===== config.mk =====
export PLATFORM = sky130hd
export DESIGN_NAME = if_id_skid_stage
export DESIGN_NICKNAME = d
export VERILOG_FILES = /design/src/rtl/if_id_skid_stage.sv
export SDC_FILE = /design/constraint.sdc
export NUM_CORES = 1
export LEC_CHECK = 0
export CORE_MARGIN = 3
export CORE_UTILIZATION = 45
export DETAILED_ROUTE_END_ITERATION = 7
export GPL_TIMING_DRIVEN = 0
export PLACE_DENSITY = 0.76
export SYNTH_ARGS = -nofsm -noshare
export SYNTH_HDL_FRONTEND = slang
export SYNTH_SLANG_ARGS = --single-unit

===== constraint.sdc =====
create_clock -name clk_i -period 2.6 [get_ports clk_i]
set_input_delay 0.78 -clock clk_i [delete_from_list [all_inputs] [get_ports clk_i]]
set_output_delay 0.78 -clock clk_i [all_outputs]
set_load 0.005 [all_outputs]

===== src/rtl/if_id_skid_stage.sv =====
// Elastic IF/ID stage: a main register drives decode and one skid entry absorbs a hand-over under backpressure.
// Latency is one cycle. in_ready_o is registered, so there is no combinational out_ready_i -> in_ready_o path.
module if_id_skid_stage #(
    parameter int                 PC_W      = 32,
    parameter int                 INSTR_W   = 32,
    parameter logic [INSTR_W-1:0] NOP_INSTR = '0,
    parameter int                 CNT_W     = 16
) (
    input  logic               clk_i,
    input  logic               rst_i,
    input  logic               in_valid_i,
    output logic               in_ready_o,
    input  logic [PC_W-1:0]    PC_i,
    input  logic [INSTR_W-1:0] instruction_i,
    input  logic               Flush_i,
    output logic               out_valid_o,
    input  logic               out_ready_i,
    output logic [PC_W-1:0]    PC_o,
    output logic [INSTR_W-1:0] instruction_o,
    output logic [CNT_W-1:0]   flush_cnt_o
);

    typedef enum logic [1:0] {EMPTY = 2'd0, ONE = 2'd1, TWO = 2'd2} state_t;

    state_t             state_q, state_d;
    logic               in_rdy_q, in_rdy_d;
    logic [PC_W-1:0]    main_pc_q, main_pc_d, skid_pc_q, skid_pc_d;
    logic [INSTR_W-1:0] main_ins_q, main_ins_d, skid_ins_q, skid_ins_d;
    logic [CNT_W-1:0]   cnt_q, cnt_d;

    logic               accept;
    logic               emit;
    logic [1:0]         discard;
    logic [CNT_W:0]     cnt_sum;

    assign accept = in_valid_i & in_rdy_q;
    assign emit   = (state_q != EMPTY) & out_ready_i;

    // Held entries plus the one accepted this cycle are what a flush throws away.
    assign discard = 2'(state_q == ONE) + 2'((state_q == TWO) ? 2'd2 : 2'd0) + 2'(accept);
    assign cnt_sum = {1'b0, cnt_q} + (CNT_W+1)'(discard);

    always_ff @(posedge clk_i) begin
        if (!rst_i) begin
            state_q <= EMPTY;
        end else begin
            state_q <= state_d;
        end
    end

    always_comb begin
        state_d = state_q;
        if (Flush_i) begin
            state_d = EMPTY;
        end else begin
            unique case (state_q)
                EMPTY:   if (accept) state_d = ONE;
                ONE: begin
                    if (accept && !emit)      state_d = TWO;
                    else if (!accept && emit) state_d = EMPTY;
                end
                TWO:     if (emit) state_d = ONE;
                default: state_d = EMPTY;
            endcase
        end
    end

    always_comb begin
        main_pc_d  = main_pc_q;
        main_ins_d = main_ins_q;
        skid_pc_d  = skid_pc_q;
        skid_ins_d = skid_ins_q;
        cnt_d      = cnt_q;
        in_rdy_d   = (state_d != TWO);
        if (Flush_i) begin
            main_pc_d  = '0;
            main_ins_d = NOP_INSTR;
            skid_pc_d  = '0;
            skid_ins_d = NOP_INSTR;
            cnt_d      = cnt_sum[CNT_W] ? {CNT_W{1'b1}} : cnt_sum[CNT_W-1:0];
        end else begin
            unique case (state_q)
                EMPTY, ONE: begin
                    if (accept && (state_q == EMPTY || emit)) begin
                        main_pc_d  = PC_i;
                        main_ins_d = instruction_i;
                    end else if (accept) begin
                        skid_pc_d  = PC_i;
                        skid_ins_d = instruction_i;
                    end else if (emit) begin
                        main_pc_d  = '0;
                        main_ins_d = NOP_INSTR;
                    end
                end
                TWO: begin
                    if (emit) begin
                        main_pc_d  = skid_pc_q;
                        main_ins_d = skid_ins_q;
                        skid_pc_d  = '0;
                        skid_ins_d = NOP_INSTR;
                    end
                end
                default: ;
            endcase
        end
    end

    always_ff @(posedge clk_i) begin
        if (!rst_i) begin
            in_rdy_q   <= 1'b1;
            main_pc_q  <= '0;
            main_ins_q <= NOP_INSTR;
            skid_pc_q  <= '0;
            skid_ins_q <= NOP_INSTR;
            cnt_q      <= '0;
        end else begin
            in_rdy_q   <= in_rdy_d;
            main_pc_q  <= main_pc_d;
            main_ins_q <= main_ins_d;
            skid_pc_q  <= skid_pc_d;
            skid_ins_q <= skid_ins_d;
            cnt_q      <= cnt_d;
        end
    end

    // Main register is cleared whenever it empties, so it can drive decode directly.
    always_comb begin
        out_valid_o   = (state_q != EMPTY);
        in_ready_o    = in_rdy_q;
        PC_o          = main_pc_q;
        instruction_o = main_ins_q;
        flush_cnt_o   = cnt_q;
    end

endmodule


==> results of run 1 <==
[state kept, by name, summed over array words and instances (netlist names)]
register	cells
in_ready_o	1
PC_o	32
instruction_o	32
skid_ins_q	32
state_q	2
skid_pc_q	32
flush_cnt_o	16
[report_power, final]
part / internal, mW / switching [mW]
clock: 1.54 / 0.903
sequential: 2.31 / 0.0351
combinational: 0.372 / 0.399
[how the worst min path moves through the flow]
stage	start	end	slack (ps)	cells past startpoint
after floorplan	skid_pc_q[24]$_SDFFE_PP0P_	skid_pc_q[24]$_SDFFE_PP0P_	470	2
after global placement	instruction_o[13]$_SDFFE_PP0P_	instruction_o[13]$_SDFFE_PP0P_	480	2
after detailed placement	PC_o[26]$_SDFFE_PP0P_	PC_o[26]$_SDFFE_PP0P_	490	2
after CTS	PC_o[26]$_SDFFE_PP0P_	PC_o[26]$_SDFFE_PP0P_	500	2
after global routing	instruction_o[16]$_SDFFE_PP0P_	instruction_o[16]$_SDFFE_PP0P_	520	2
final	PC_o[4]$_SDFFE_PP0P_	PC_o[4]$_SDFFE_PP0P_	500	2
[cells in the final DEF, fill, tap and decap left out, types with 3 or more instances in the layout]
master,instances
sky130_fd_sc_hd__xnor2_1,4
sky130_fd_sc_hd__a221oi_1,4
sky130_fd_sc_hd__inv_1,4
sky130_fd_sc_hd__clkbuf_1,20
sky130_fd_sc_hd__dfxtp_1,147
sky130_fd_sc_hd__nor3_2,60
sky130_fd_sc_hd__nor2b_1,3
sky130_fd_sc_hd__a31oi_1,4
sky130_fd_sc_hd__nand4_1,3
sky130_fd_sc_hd__mux2i_1,4
sky130_fd_sc_hd__nand3_1,5
sky130_fd_sc_hd__a221oi_2,60
sky130_fd_sc_hd__clkbuf_16,17
sky130_fd_sc_hd__buf_2,16
sky130_fd_sc_hd__bufinv_16,3
sky130_fd_sc_hd__nand2_1,7
sky130_fd_sc_hd__clkinv_2,6
sky130_fd_sc_hd__nor3_1,10
sky130_fd_sc_hd__ha_1,3
sky130_fd_sc_hd__a22oi_1,64
sky130_fd_sc_hd__buf_4,14
sky130_fd_sc_hd__a21oi_1,11
sky130_fd_sc_hd__nor2_1,132
sky130_fd_sc_hd__buf_8,6
sky130_fd_sc_hd__clkdlybuf4s50_1,147
sky130_fd_sc_hd__nand2b_1,3
sky130_fd_sc_hd__o21ai_0,3
[per-stage QoR]
step | setup TNS, ps | power (mW) | cell area [um^2]
after floorplan | 0 | 2.83 | 6500
after global placement | -21560 | 3.15 | 8210
after detailed placement | -23060 | 3.17 | 8210
after CTS | 0 | 5.60 | 8810
after global routing | 0 | 5.77 | 8810
final | 0 | 5.56 | 8810
[cell families (layout without fill, tap and decap cells)]
group / after synthesis / in the layout / share of synthesized area, %
adders and majority gates: 4 / 4 / 0.886
DFF: 147 / 147 / 45.3
xor gates and xnor gates: 6 / 6 / 0.809
AOI/OAI and AO/OA: 158 / 158 / 25.0
buffers and inverters: 63 / 241 / 5.86
and+or+nand+nor: 242 / 242 / 21.4
muxes: 5 / 5 / 0.790
[final cells by class]
type	instances	area, um^2	area share, %
inverters	4	15.0	0.170
plain buffers	58	362	4.10
multi-input cells	415	3190	36.2
clock buffers	19	453	5.14
well taps	180	225	2.56
clock inverters	11	136	1.55
repair buffers	149	1490	16.9
flip-flops and latches	147	2940	33.4
[per-layer routing]
| layer | track usage (%) | vias to the layer above | wire length [um] |
|---|---|---|---|
| met5 | 0 | - | 0 |
| met3 | 5.81 | 20 | 1090 |
| met4 | 7.57 | 0 | 219 |
| met1 | 27.1 | 2675 | 7300 |
| met2 | 35.8 | 200 | 8590 |
| li1 | - | 2666 | - |
[worst min-delay path, stage by stage (launching register included)]
cell and delay [ps]:
sky130_fd_sc_hd__dfxtp_1 320, sky130_fd_sc_hd__nor2_1 50, sky130_fd_sc_hd__nor3_2 80
[timing repair]
action,in CTS,in global routing
pin swaps,1,0
hold buffers,0,0
resized for setup,4,2
setup endpoints to repair,16,5
buffers inserted,1,0
==> flow_metrics.tcl, run 1 <==
set metrics [dict create \
    yosys_most_used_dff "sky130_fd_sc_hd__dfxtp_1" \
    dieArea_um2 15900 \
    hold_slack_ps 495 \
    synth_edf_count 0 \
    cellLeakagePower_nw 3.14 \
    layout_overhead_on_the_synthesized_area_pct 35.7 \
    dp_slack_ps -677 \
    timing.critical_path.slowest_cell_delay_ps 400 \
    cts_inserted_buffers 17 \
    worst_setup_path_start_kind "primary input" \
    grt_remaining_overflow 0 \
    final_antenna_net_count 0 \
    grt_pass1_wl_um 27900 \
    cts.reportedPaths.clkPinSlew_ps 60 \
    cp.arrival_ps 2820 \
    worstSkewPairLatency_ps 420 \
    clock_tree.htree_level_count 4 \
    post_route_cells_drive_above_1_share_pct 25.0 \
    achievable-frequency_ghz 0.403 \
    utilization_pct 63.0 \
    worst-endpoint-required_ps 2950 \
    report.final.slew_viol_count 0 \
    timing_worst_setup_path_type "in2reg" \
    hold_class "reg2reg" \
    ir_worst_vdd_mv 0.430 \
    mappedNetlistNets 698 \
    critical_path.endpoint "flush_cnt_o[13]$_SDFFE_PN0P_" \
    clock_tree.buffer_depth 2 \
    syn_avg_cell_area_um2 10.4 \
    yosys_register_bits 147 \
    tightest_slew_ps 740 \
    netlist_area_um2 6490 \
    filler_cell_count 1139 \
    crit_top_cell "sky130_fd_sc_hd__ha_1" \
    netlist.area_leader.share_pct 45.3 \
    die_y_um 126 \
    worst_case_headroom_to_the_max_slew_limit_pct 50.7 \
    clkSinkCount 147 \
    post-route-drc-count 0 \
    layout_worst_path_cycle_share_pct 95.3 \
    finish.cell_count_without_fillers 983 \
    path_delay_family "simple AND/OR/NAND/NOR gates" \
    ratio_of_routed_vias_to_standard_cells 5.66 \
    finalClockSkew_ps 6.90 \
    synth_top_cells_by_area "sky130_fd_sc_hd__dfxtp_1, sky130_fd_sc_hd__a221oi_2, sky130_fd_sc_hd__nor3_2" \
    violation_count_after_the_first_detailed_routing_iteration 287 \
    wirelength_um 17200 \
    globalRouteTotalUtil_pct 21.6 \
    largest_net_degree_at_the_start_of_global_routing 17 \
    synthArstFlopShare_pct 0 \
    cts_tree "done" \
    final_critical_path_setup_slack_ps 121 \
    timing.rr.end "flush_cnt_o[13]$_SDFFE_PN0P_" \
    timing.critical_path.cells "dlygate4sd2_1 -> nand2_2 -> inv_1 -> ha_1 -> xnor2_2 -> ha_1 -> a21oi_2 -> or3_4 -> or4_1 -> a31oi_1" \
    power_density_nw_per_um2 631 \
    initial_core_util_pct 46.4 \
    synth_area_leader_cell "sky130_fd_sc_hd__dfxtp_1" \
    timing.critical_path.depth 10 \
    synth_sequential_area_ratio_pct 45.3 \
    place_hpwl_um 12400 \
    worstSetupStartpoint "in_valid_i" \
    n_antenna_cell 0 \
    synth.most_common_cell "sky130_fd_sc_hd__dfxtp_1" \
    path_max_fanout 6 \
    r2r-start "state_q[0]$_SDFF_PN0_" \
    post_placement_cell_count 953 \
    grt_pass1_vias 5523 \
    first_pass_iters 5 \
    min_period_ps 2480 \
    fp-row-count 43 \
    rrSetupSlack_ps 260 \
    rr_worst_depth 9 \
    slowest_stage "sky130_fd_sc_hd__or4_1" \
    die_w_um 126 \
    placeableCoreArea_um2 14000 \
    io-pin-count 151 \
    rsz0062_at_grt "false" \
    worst-path-buf-inv 2 \
    io_buffers 148 \
    synthTopCellsByCount "sky130_fd_sc_hd__dfxtp_1, sky130_fd_sc_hd__nor2_1, sky130_fd_sc_hd__a22oi_1" \
    place_congestion 0.807 \
    finish.net_count 865 \
    grt_antenna_before_repair 0 \
    hold_viol_final 0 \
    outcome "completed" \
    setup-violations-final 0 \
    netlist_instances 625 \
    ys_warn_count 0 \
    cap_violations 0 \
    total_number_of_vias 5561 \
    wire_length_per_cell_after_detailed_routing_um 17.5 \
    clock_root_buffer "sky130_fd_sc_hd__clkbuf_16" \
    synth_cell_type_count 51 \
    end_kind "register" \
]
Note: power is estimated with default switching activity, not from simulation.
==> run 2, diff against run 1 <==
==> constraint.sdc (replaced) <==
create_clock -name clk_i -period 2.6 [get_ports clk_i]
set_input_delay 0.78 -clock clk_i [delete_from_list [all_inputs] [get_ports clk_i]]
set_output_delay 0.78 -clock clk_i [all_outputs]
set_load 0.1 [all_outputs]
==> run 2 against run 1 <==
Compared with the run above: utilization decreased by 0.30 points; worst hold slack got worse by 1.6 ps; clock power increased by 5%; clock-buffer cell count unchanged; combinational power increased by 45%; non-clock buffer count increased by 1; sequential power about the same; critical path type is now reg2out; largest power group unchanged; highest routed layer unchanged.
==> flow_metrics.tcl, run 2 (same netlist as run 1, synthesis figures left out) <==
set metrics [dict create \
    clock_root_buffer "sky130_fd_sc_hd__clkbuf_16" \
    placeableCoreArea_um2 14000 \
    timing.critical_path.cells "dlygate4sd2_1" \
    fin_tns_setup_ps 0 \
    total_number_of_vias 5614 \
    mostFrequentLayoutCell "sky130_fd_sc_hd__dfxtp_1" \
    finish.cell_count_without_fillers 986 \
    cellLeakagePower_nw 3.48 \
    dieArea_um2 15900 \
    post_placement_cell_count 953 \
    io-pin-count 151 \
    multiInputGateArea_um2 3210 \
    hold_viol_final 0 \
    min_period_ps 2530 \
    cts_tree "done" \
    p_comb_share_pct 18.5 \
    timing.critical_path.slowest_cell_delay_ps 900 \
    setup-violations-final 0 \
    worst-path-buf-inv 1 \
    power_density_nw_per_um2 688 \
    first_pass_iters 4 \
    die_y_um 126 \
    layout_overhead_on_the_synthesized_area_pct 35.1 \
    end_kind "output port" \
    n_antenna_cell 0 \
    initial_core_util_pct 46.4 \
    tightest_slew_ps 1020 \
    worst_case_headroom_to_the_max_slew_limit_pct 32.5 \
    p_int_mw 4.28 \
    ratio_of_routed_vias_to_standard_cells 5.69 \
    path_delay_family "buffers and inverters" \
    finalClockSkew_ps 11.9 \
    dp_slack_ps -670 \
    grt_pass1_vias 5615 \
    clock_tree.htree_level_count 4 \
    violation_count_after_the_first_detailed_routing_iteration 311 \
    grt_pass1_wl_um 28300 \
    finish.net_count 866 \
    p_sw_mw 1.76 \
    hold_class "reg2reg" \
    achievable-frequency_ghz 0.395 \
    outcome "completed" \
    switching_share_pct 29.2 \
    ir_worst_vdd_mv 0.386 \
    place_congestion 0.856 \
    clock_tree.buffer_depth 2 \
    cap_violations 0 \
    layout_worst_path_cycle_share_pct 97.3 \
    wirelength_um 17500 \
    fp-row-count 43 \
    rsz0062_at_grt "true" \
    io_buffers 148 \
    post-route-drc-count 0 \
    seqPwrFrac_pct 38.9 \
    worst_setup_path_start_kind "register" \
    report.final.slew_viol_count 0 \
    largest_net_degree_at_the_start_of_global_routing 17 \
    globalRouteTotalUtil_pct 21.8 \
    timing_worst_setup_path_type "reg2out" \
    grt_remaining_overflow 0 \
    ctsHoldBuffers 0 \
    cts.reportedPaths.clkPinSlew_ps 60 \
    worst-endpoint-required_ps 1820 \
    die_w_um 126 \
    slowest_stage "sky130_fd_sc_hd__dlygate4sd2_1" \
    area.sequential_um2 2940 \
    wire_length_per_cell_after_detailed_routing_um 17.8 \
    cp.arrival_ps 1750 \
    layout.cells.most_common_list "sky130_fd_sc_hd__dfxtp_1, sky130_fd_sc_hd__nor2_1, sky130_fd_sc_hd__dlygate4sd2_1" \
    place_hpwl_um 12400 \
    utilization_pct 62.7 \
    path_max_fanout 6 \
    rrSetupSlack_ps 230 \
    filler_cell_count 1196 \
    worstSkewPairLatency_ps 420 \
    grt_antenna_before_repair 0 \
    hold_slack_ps 494 \
    power_frac_clock_pct 42.6 \
    clkSinkCount 147 \
    cts_inserted_buffers 17 \
    final_critical_path_setup_slack_ps 69.8 \
    final_antenna_net_count 0 \
    post_route_cells_drive_above_1_share_pct 25.6 \
]
[run 2: cell types whose count changed in the layout (fill, tap and decap cells not counted), moves of 2 or more]
cell / delta
sky130_fd_sc_hd__clkdlybuf4s50_1: -82
sky130_fd_sc_hd__clkbuf_1: +2
sky130_fd_sc_hd__dlygate4sd2_1: +80
sky130_fd_sc_hd__clkinvlp_4: +2
sky130_fd_sc_hd__clkinv_2: -3
sky130_fd_sc_hd__clkinv_4: +2
[run 2: per-stage QoR]
| step | power (mW) | area (um^2) |
|---|---|---|
| floorplan | 3.21 | 6510 |
| global placement | 3.53 | 8210 |
| detailed placement | 3.55 | 8210 |
| CTS | 6.08 | 8750 |
| global route | 6.25 | 8770 |
| finish | 6.04 | 8770 |
[run 2: repair_timing]
action / CTS / global route
setup endpoints to repair: 98 / 13
buffers inserted: 1 / 0
gates resized for setup: 87 / 6
pin swaps: 1 / 1
[run 2: path summary, 6_finish.rpt]
check                                startpoint                            end  depth (start not counted)
setup / recovery   flush_cnt_o[15]$_SDFFE_PN0P_                flush_cnt_o[15]                          1
hold reg to reg   instruction_o[5]$_SDFFE_PP0P_  instruction_o[5]$_SDFFE_PP0P_                          2
hold / removal    instruction_o[5]$_SDFFE_PP0P_  instruction_o[5]$_SDFFE_PP0P_                          2
setup reg to reg          state_q[0]$_SDFF_PN0_   flush_cnt_o[11]$_SDFFE_PN0P_                          9
[run 2: power by group through the flow]
| stage | Clock [mW] | Combinational (mW) | Sequential (mW) |
|---|---|---|---|
| after floorplan | 0 | 0.439 | 2.77 |
| final | 2.57 | 1.12 | 2.35 |
| after global placement | 0 | 1.13 | 2.39 |
| after global routing | 2.71 | 1.19 | 2.35 |
| after CTS | 2.61 | 1.12 | 2.35 |
| after detailed placement | 0 | 1.15 | 2.40 |
[run 2: layout make-up]
class / count / area share (%)
clock buffers: 19 / 5.05
repair buffers: 149 / 15.8
plain buffers: 59 / 4.18
inverters: 4 / 0.171
well taps: 180 / 2.57
multi-input cells: 415 / 36.6
flip-flops and latches: 147 / 33.6
clock inverters: 13 / 2.10
[run 2: metal layers]
layer | GRT usage (%) | up-vias | wire length, um
li1 | - | 2664 | -
met1 | 27.4 | 2756 | 7430
met2 | 37.7 | 173 | 8840
met3 | 4.71 | 21 | 993
met4 | 6.31 | 0 | 242
met5 | 0 | - | 0
